<file path="src/rtl/stopwatch_pkg.sv">
// stopwatch_pkg: shared state encoding and digit limits for the BCD lap stopwatch.
`default_nettype none

package stopwatch_pkg;

  typedef enum logic [1:0] {
    ST_IDLE  = 2'd0,
    ST_RUN   = 2'd1,
    ST_PAUSE = 2'd2
  } state_t;

  localparam int BCD_W  = 4;
  localparam int DIGITS = 4;

  // Per-digit maximum value packed as {d3,d2,d1,d0}.
  localparam logic [15:0] LIM_MODE0 = 16'h5959;
  localparam logic [15:0] LIM_MODE1 = 16'h5999;

  function automatic logic [BCD_W-1:0] digit_max(input int mode, input int idx);
    logic [15:0] lim;
    lim = (mode == 0) ? LIM_MODE0 : LIM_MODE1;
    return lim[idx*BCD_W +: BCD_W];
  endfunction

endpackage

`default_nettype wire

</file>
<file path="src/rtl/bcd_digit_ctr.sv">
// bcd_digit_ctr: one BCD digit that wraps at MAX and forwards a carry.
`default_nettype none

module bcd_digit_ctr
  import stopwatch_pkg::*;
#(
  parameter logic [BCD_W-1:0] MAX = 4'd9
) (
  input  logic             clk,
  input  logic             reset,
  input  logic             inc_in,
  input  logic             clr,
  output logic [BCD_W-1:0] q,
  output logic             carry_out
);

  assign carry_out = inc_in & (q == MAX);

  always_ff @(posedge clk or posedge reset) begin
    if (reset) begin
      q <= '0;
    end else if (clr) begin
      q <= '0;
    end else if (inc_in) begin
      q <= (q == MAX) ? '0 : q + 1'b1;
    end
  end

endmodule

`default_nettype wire

</file>
<file path="src/rtl/stopwatch_lap_n.sv">
// stopwatch_lap_n: 4-digit BCD stopwatch with start/stop, clear, prescaler,
// overflow flag and an N-entry circular lap buffer with recall.
`default_nettype none

module stopwatch_lap_n
  import stopwatch_pkg::*;
#(
  parameter  int TICK_DIV = 16,
  parameter  int MODE     = 0,
  parameter  int NUM_LAPS = 4,
  localparam int LSEL_W   = (NUM_LAPS > 1) ? $clog2(NUM_LAPS) : 1
) (
  input  logic              clk,
  input  logic              reset,
  input  logic              SPDT3,
  input  logic              push_m,
  input  logic              push_l,
  input  logic              view_lap,
  input  logic [LSEL_W-1:0] lap_sel,
  output logic [15:0]       segments,
  output logic              running,
  output logic [LSEL_W:0]   lap_count,
  output logic              overflow
);

  localparam int                PW       = (TICK_DIV > 1) ? $clog2(TICK_DIV) : 1;
  localparam logic [PW-1:0]     PRE_LAST = PW'(TICK_DIV - 1);
  localparam logic [LSEL_W-1:0] PTR_LAST = LSEL_W'(NUM_LAPS - 1);
  localparam logic [LSEL_W:0]   CNT_MAX  = (LSEL_W + 1)'(NUM_LAPS);

  state_t            state;
  logic [PW-1:0]     presc;
  logic [LSEL_W-1:0] wr_ptr;
  logic [15:0]       lap_buf [NUM_LAPS];
  logic [15:0]       cur_time;
  logic [DIGITS:0]   inc;
  logic              m_cur, m_prev, l_cur, l_prev;
  logic              m_edge, l_edge, tick, wrap, do_lap, do_clear;
  logic [LSEL_W:0]   rd_full;
  logic [15:0]       lap_word;

  // Button history keeps updating while disabled so a held button cannot fire on re-enable.
  always_ff @(posedge clk or posedge reset) begin
    if (reset) begin
      m_cur  <= 1'b0;
      m_prev <= 1'b0;
      l_cur  <= 1'b0;
      l_prev <= 1'b0;
    end else begin
      m_cur  <= push_m;
      m_prev <= m_cur;
      l_cur  <= push_l;
      l_prev <= l_cur;
    end
  end

  assign m_edge   = SPDT3 & m_cur & ~m_prev;
  assign l_edge   = SPDT3 & l_cur & ~l_prev;
  assign tick     = SPDT3 && (state == ST_RUN) && (presc == PRE_LAST);
  assign do_lap   = l_edge && (state == ST_RUN);
  assign do_clear = l_edge && !m_edge && (state != ST_RUN);

  assign inc[0] = tick;
  assign wrap   = inc[DIGITS];

  for (genvar i = 0; i < DIGITS; i++) begin : g_digit
    bcd_digit_ctr #(.MAX(digit_max(MODE, i))) u_digit (
      .clk       (clk),
      .reset     (reset),
      .inc_in    (inc[i]),
      .clr       (do_clear),
      .q         (cur_time[i*BCD_W +: BCD_W]),
      .carry_out (inc[i+1])
    );
  end

  always_ff @(posedge clk or posedge reset) begin
    if (reset) begin
      state     <= ST_IDLE;
      running   <= 1'b0;
      presc     <= '0;
      wr_ptr    <= '0;
      lap_count <= '0;
      overflow  <= 1'b0;
      for (int i = 0; i < NUM_LAPS; i++) lap_buf[i] <= '0;
    end else begin
      if (m_edge) begin
        case (state)
          ST_RUN: begin
            state   <= ST_PAUSE;
            running <= 1'b0;
          end
          default: begin
            state   <= ST_RUN;
            running <= 1'b1;
          end
        endcase
      end
      if (SPDT3 && state == ST_RUN) presc <= tick ? '0 : presc + 1'b1;
      if (wrap) overflow <= 1'b1;
      // The lap captures the time held before this edge's tick lands.
      if (do_lap) begin
        for (int i = 0; i < NUM_LAPS; i++)
          if (wr_ptr == LSEL_W'(i)) lap_buf[i] <= cur_time;
        wr_ptr <= (wr_ptr == PTR_LAST) ? '0 : wr_ptr + 1'b1;
        if (lap_count != CNT_MAX) lap_count <= lap_count + 1'b1;
      end
      if (do_clear) begin
        state     <= ST_IDLE;
        running   <= 1'b0;
        presc     <= '0;
        wr_ptr    <= '0;
        lap_count <= '0;
        overflow  <= 1'b0;
      end
    end
  end

  // Recall index (wr_ptr-1-lap_sel) mod NUM_LAPS, kept non-negative by adding NUM_LAPS first.
  always_comb begin
    rd_full = {1'b0, wr_ptr} + CNT_MAX - 1'b1 - {1'b0, lap_sel};
    if (rd_full >= CNT_MAX) rd_full = rd_full - CNT_MAX;
    lap_word = '0;
    for (int i = 0; i < NUM_LAPS; i++)
      if (rd_full == (LSEL_W + 1)'(i)) lap_word = lap_buf[i];
    if ({1'b0, lap_sel} >= lap_count) lap_word = '0;
    if (!SPDT3)        segments = '0;
    else if (view_lap) segments = lap_word;
    else               segments = cur_time;
  end

endmodule

`default_nettype wire

</file>
<file path="config.mk">
export PLATFORM = sky130hd
export DESIGN_NAME = stopwatch_lap_n
export DESIGN_NICKNAME = d
export VERILOG_FILES = /design/src/rtl/stopwatch_pkg.sv /design/src/rtl/bcd_digit_ctr.sv /design/src/rtl/stopwatch_lap_n.sv
export SDC_FILE = /design/constraint.sdc
export NUM_CORES = 1
export LEC_CHECK = 0
export ABC_CLOCK_PERIOD_IN_PS = 4200
export BUFFER_PORTS_ARGS = -buffer_cell sky130_fd_sc_hd__buf_2
export CAP_MARGIN = 20
export CORE_MARGIN = 4
export CORE_UTILIZATION = 25
export CTS_CLUSTER_SIZE = 8
export DETAILED_ROUTE_END_ITERATION = 16
export PLACE_DENSITY = 0.45
export SYNTH_ARGS = -nofsm -noshare
export SYNTH_HDL_FRONTEND = slang
export SYNTH_SLANG_ARGS = --single-unit
</file>
<file path="constraint.sdc">
create_clock -name clk -period 4.2 [get_ports clk]
set_input_delay 0.63 -clock clk [delete_from_list [all_inputs] [get_ports clk]]
set_output_delay 0.63 -clock clk [all_outputs]
set_load 0.05 [all_outputs]
</file>
Yosys cells after proc, flatten, opt, wreduce, memory -nomap -nowiden
Cells that the tools add are included.
{"block": "word_totals", "regBits": 97, "out_inout_bits": 21, "word_cells": 114}
{"block": "op_classes", "addsub": 11, "n_lt_le_gt_ge": 2, "eq_ne": 14, "n_mux": 37, "bitwise": 10, "n_reduce_logical": 22}
{"operator": "$mux W16", "count": 7}
{"operator": "$mux W4", "count": 15}
{"operator": "$add A4 B1 Y4 const B", "count": 5}
{"operator": "$reduce_bool A2 Y1", "count": 9}
{"operator": "$eq A4 B4 Y1 const B", "count": 3}
{"operator": "$mux W2", "count": 6}
{"operator": "$mux W3", "count": 4}
{"operator": "$reduce_and A2 Y1", "count": 5}
{"operator": "$and A1 B1 Y1", "count": 8}
{"operator": "$eq A4 B3 Y1 const B", "count": 2}
{"operator": "$eq A3 B2 Y1 const B", "count": 2}
{"operator": "$logic_and A1 B1 Y1", "count": 5}
{"operator": "$mux W1", "count": 5}
{"operator": "$eq A2 B1 Y1 const B", "count": 2}
{"operator": "$eq A2 B2 Y1 const B", "count": 2}
{"operator": "$add A2 B3 Y3 const B", "count": 1}
{"operator": "$add A3 B1 Y3 const B", "count": 1}
{"operator": "$eq A3 B1 Y1 const B", "count": 1}
{"operator": "$ge A2 B3 Y1", "count": 1}
{"operator": "$ge A3 B3 Y1 const B", "count": 1}
{"operator": "$logic_not A3 Y1", "count": 1}
{"operator": "$ne A3 B3 Y1 const B", "count": 1}
{"operator": "$sub A3 B1 Y3 const B", "count": 1}
{"operator": "$sub A3 B2 Y3", "count": 1}
{"operator": "other kinds (6)", "count": 7}

Depth between registers and ports, before layout
{"block": "logic_depth", "depth_word": 13, "mapped_depth": 8, "mapped_depth_nobuf": 6}

Modules after synthesis
Synthesis repeated with hierarchy kept, for this count alone.
{"block": "hier_totals", "hier_cells": 433, "area_unflattened_um2": 4966.0}
{"module": "stopwatch_lap_n", "n_inst": 1, "cells_each": 327, "area_each_um2": 4012.6, "seq_area_each_um2": 2001.9}
{"module": "bcd_digit_ctr at g_digit[0].u_digit ...", "n_inst": 2, "cells_each": 27, "area_each_um2": 244.0, "seq_area_each_um2": 100.1}
{"module": "bcd_digit_ctr at g_digit[1].u_digit ...", "n_inst": 2, "cells_each": 26, "area_each_um2": 232.7, "seq_area_each_um2": 100.1}

Worst setup path before layout
OpenSTA, ideal clock, no wires.
{"block": "synth_path", "path_kind": "reg-to-output", "from": "register lap_count[1]", "to": "output segments[10]", "t_arrival_ns": 2.916, "t_required_ns": 3.570, "path_slack_ns": 0.654, "path_stages_with_launch": 9, "n_path_buf": 2, "cell_sequence": "dfrtp_1 inv_1 ha_1 nand2b_1 o221ai_1 or3b_2 clkbuf_1 clkbuf_1 o221ai_1"}
{"block": "synth_between", "elab_chain_len": 4}
{"element": "start: declaration", "line_no": "stopwatch_lap_n.sv:22", "rtl": "output logic [LSEL_W:0] lap_count,"}
{"element": "start signal: assignment", "line_no": "stopwatch_lap_n.sv:106", "rtl": "if (lap_count != CNT_MAX) lap_count <= lap_count + 1'b1;"}
{"element": "$ge A2 B3 Y1", "line_no": "stopwatch_lap_n.sv:126", "rtl": "if ({1'b0, lap_sel} >= lap_count) lap_word = '0;"}
{"element": "$mux W16", "line_no": "stopwatch_lap_n.sv:126"}
{"element": "$mux W16", "line_no": "stopwatch_lap_n.sv:128", "rtl": "else if (view_lap) segments = lap_word;"}
{"element": "$mux W16", "line_no": "stopwatch_lap_n.sv:127", "rtl": "if (!SPDT3) segments = '0;"}
{"element": "end: declaration", "line_no": "stopwatch_lap_n.sv:20", "rtl": "output logic [15:0] segments,"}
No other way between the ends.

Final worst setup path
{"block": "layout_path", "from": "register lap_count[0]", "to": "output segments[2]"}
The elaborated chain is that of the path after synthesis.

==> impl_metrics.env <==
export IMPL_row_count=50
export IMPL_cts_hold_buf=0
export IMPL_grt_max_degree=72
export IMPL_post_place_ws_ns=0.7513
export IMPL_p_seq_share_pct=42.9
export IMPL_cts_buffers=9
export IMPL_tns_ns=0
export IMPL_clk_latency_ns=0.35
export IMPL_vias=3236
export IMPL_post_cts_buffers=0
export IMPL_clock_sinks=96
export IMPL_cp_common_cell="o221ai_1"
export IMPL_instances_no_fill=666
export IMPL_peakVddDrop_mv=0.2251
export IMPL_die_h_um=146.3
export IMPL_first_pass_iters=4
export IMPL_finalWorstSetupSlack_ns=0.7279
export IMPL_grt_usage_pct=10.90
export IMPL_fillers=1942
export IMPL_yosysTopAreaCell="dfrtp_1"
export IMPL_outcome="finished clean"
export IMPL_max_cap_violations=0
export IMPL_die_area_um2=21420
export IMPL_core_um2=18770
export IMPL_syn_inst=415
export IMPL_cp_slowest_cell="or3b_2"
export IMPL_rsz0062_at_grt="no"
export IMPL_wl_per_cell_um=16.89
export IMPL_timing_critical_path_cells="ha_1 -> nor2b_1 -> o221ai_1 -> or3b_2 -> o221ai_1 -> buf_2"
export IMPL_combinationalPowerShare_pct=24.4
export IMPL_start_kind="register"
export IMPL_io_pins=29
export IMPL_ys_flop_type="dfrtp_1"
export IMPL_powerDensity_nw_per_um2=458.8
export IMPL_cpPeakStageDelay_ns=0.77
export IMPL_hp_class="reg2reg"
export IMPL_htree_levels=3
export IMPL_initial_core_util_pct=25.49
export IMPL_critPathLaunch="lap_count[0]"
export IMPL_syn_area_um2=4785
export IMPL_yosysSeqAreaShare_pct=50.21
export IMPL_synth_top_area_share_pct=50.21
export IMPL_setup_violations=0
export IMPL_ys_types=49
export IMPL_slew_headroom_pct=28.06
export IMPL_final_cell_area_um2=5423
export IMPL_grt_overflow_total=0
export IMPL_num_antenna_cells=0
export IMPL_switchingPower_uw=793.1
export IMPL_antenna_found_initial=0
export IMPL_grt_pass1_vias=3316
export IMPL_power_frac_clock_pct=32.7
export IMPL_crit_arrival_ns=2.84
export IMPL_fin_hold_ws_ns=0.3836
export IMPL_finalHoldViolCount=0
export IMPL_die_w_um=146.3
export IMPL_via_per_inst=4.859
export IMPL_nNetsFinal=445
export IMPL_place_area_um2=5106
export IMPL_tightest_slew_ns=1.077
export IMPL_ant_nets=0
export IMPL_cts_tree="yes"
export IMPL_end_kind="primary output"
export IMPL_syn_to_final_growth_pct=13.34
export IMPL_clk_path_buf_depth=2
export IMPL_critical_path_class="reg2out"
export IMPL_numPortBuffers=28
export IMPL_drtIter0Drc=192
export IMPL_fmax_mhz=288.0
export IMPL_cts_reportedPaths_clkPinSlew_ns=0.06
export IMPL_hpwlAfterDp_um=7129
export IMPL_drcViolationCount=0
export IMPL_synth_edf_count=0
export IMPL_dp_cells=649
export IMPL_slew_violations=0
export IMPL_path_max_fanout=14
export IMPL_internal_power_uw=1695
export IMPL_switching_share_pct=31.88
export IMPL_cts_root_buf="clkbuf_16"
export IMPL_worstPathRequired_ns=3.57
export IMPL_yosysWarnings=0
export IMPL_fin_skew_ns=0.01041
export IMPL_cts_repair_resized=0
export IMPL_ys_ff_latch=96
export IMPL_hp_start="m_cur"
export IMPL_fin_crit_ns=3.472
export IMPL_async_flop_share_pct=100.0
export IMPL_r2r_start="state[1]"
export IMPL_drive_gt1_share_pct=28.01
export IMPL_p_leak_uw=0.002582
export IMPL_netlist_top_cells_area="dfrtp_1 (50%), mux2_2 (15%), mux2i_1 (6.9%), nand2_1 (3.2%), o221ai_1 (2.7%)"
export IMPL_drt_total_wl_um=11250
export IMPL_final_cell_mix="dfrtp_1 (96), mux2_2 (64), nand2_1 (41)"
export IMPL_place_congestion=0.7145
export IMPL_grt_pass1_wl_um=18300
export IMPL_post_route_period_util_pct=82.67
export IMPL_syn_num_nets=433
export IMPL_layout_commonest_cell="dfrtp_1"
export IMPL_synth_avg_cell_area_um2=11.53
[cell type report]
type	count	area, um2	area share [%]
well taps	234	292.8	5.399
flip-flops and latches	96	2402	44.30
inverters	11	43.79	0.8076
clock inverters	5	56.30	1.038
clock buffers	11	232.7	4.292
multi-input cells	277	2205	40.66
repair buffers	32	190.2	3.507
[per-layer routing]
layer  vias to the layer above  global-route usage (%)  routed length (um)
li1                       1526                       -                   -
met1                      1647                   12.85                4918
met2                        46                   19.50                5781
met3                        17                   2.110                 305
met4                         0                   4.327                 246
met5                         -                       0                   0
[cells in the mapped netlist (2+ instances only)]
master     number
nand3_1        11
dfrtp_1        96
a21oi_1        13
o21ai_0        11
and3_1          2
nand2_1        41
nand4bb_1       2
xor2_1          3
mux2_2         64
nand4b_1        2
nand4_1         3
clkbuf_1       18
a22o_1          2
buf_1           3
nor3b_1         2
o31ai_1         2
a31oi_1         5
inv_1          11
o221ai_1       15
buf_2           7
nor2b_1         8
mux2i_1        33
nand2b_1        3
or3_1           8
ha_1           10
nand3b_1        4
o21a_1          2
or2_2           4
nor2_1         10
[power by group through the flow]
stage                     Sequential [uW]  Combinational [uW]  Clock, uW
final                                1070                 608        813
after global routing                 1080                 669        879
after CTS                            1070                 589        847
after detailed placement             1090                 588          0
after global placement               1080                 577          0
after floorplan                      1110                 411          0
[sequential cells by signal, summed over array words and instances (netlist names)]
signal             cells
m_cur                  1
l_prev                 1
g_digit.u_digit.q     16
state                  2
wr_ptr                 2
lap_buf               64
overflow               1
lap_count              3
l_cur                  1
presc                  4
m_prev                 1
[final timing paths]
check,to,slack [ns],cells after the start
worst max-delay path,segments[2],0.73,6
min in group asynchronous,l_prev,0.48,2
worst min register to register,m_prev,0.38,0
max in group asynchronous,lap_buf[50],2.81,3
worst max register to register,lap_buf[20],1.76,4
worst min-delay path,m_prev,0.38,0
[stage by stage]
step | util (%) | power [uW]
3_3_place_gp | 27.21 | 1660
6_report | 28.89 | 2488
3_5_place_dp | 27.21 | 1673
2_1_floorplan | - | 1518
4_1_cts | 28.75 | 2503
5_1_grt | 28.89 | 2628
[cell families (layout without fill, tap and decap cells)]
family          count (synthesis)  count (layout)  synth area share (%)
buf+inv                        42              59                 3.739
xor+xnor                        5               5                 1.203
flops                          96              96                 50.21
mux                            97              97                 21.97
simple gates                  109             109                 12.19
fa+ha+maj                      10              10                 2.615
compound gates                 56              56                 8.081
[worst max-delay path: cells and delay by family (launching register included)]
| family | cells | cell delay, ns |
|---|---|---|
| AND/OR/NAND/NOR | 2 | 0.88 |
| AO/OA/AOI/OAI | 2 | 0.56 |
| adder cells (fa/ha/maj) | 1 | 0.30 |
| flip-flops | 1 | 0.45 |
| buffers and inverters | 1 | 0.31 |
Power figures use the tool's default switching activity.
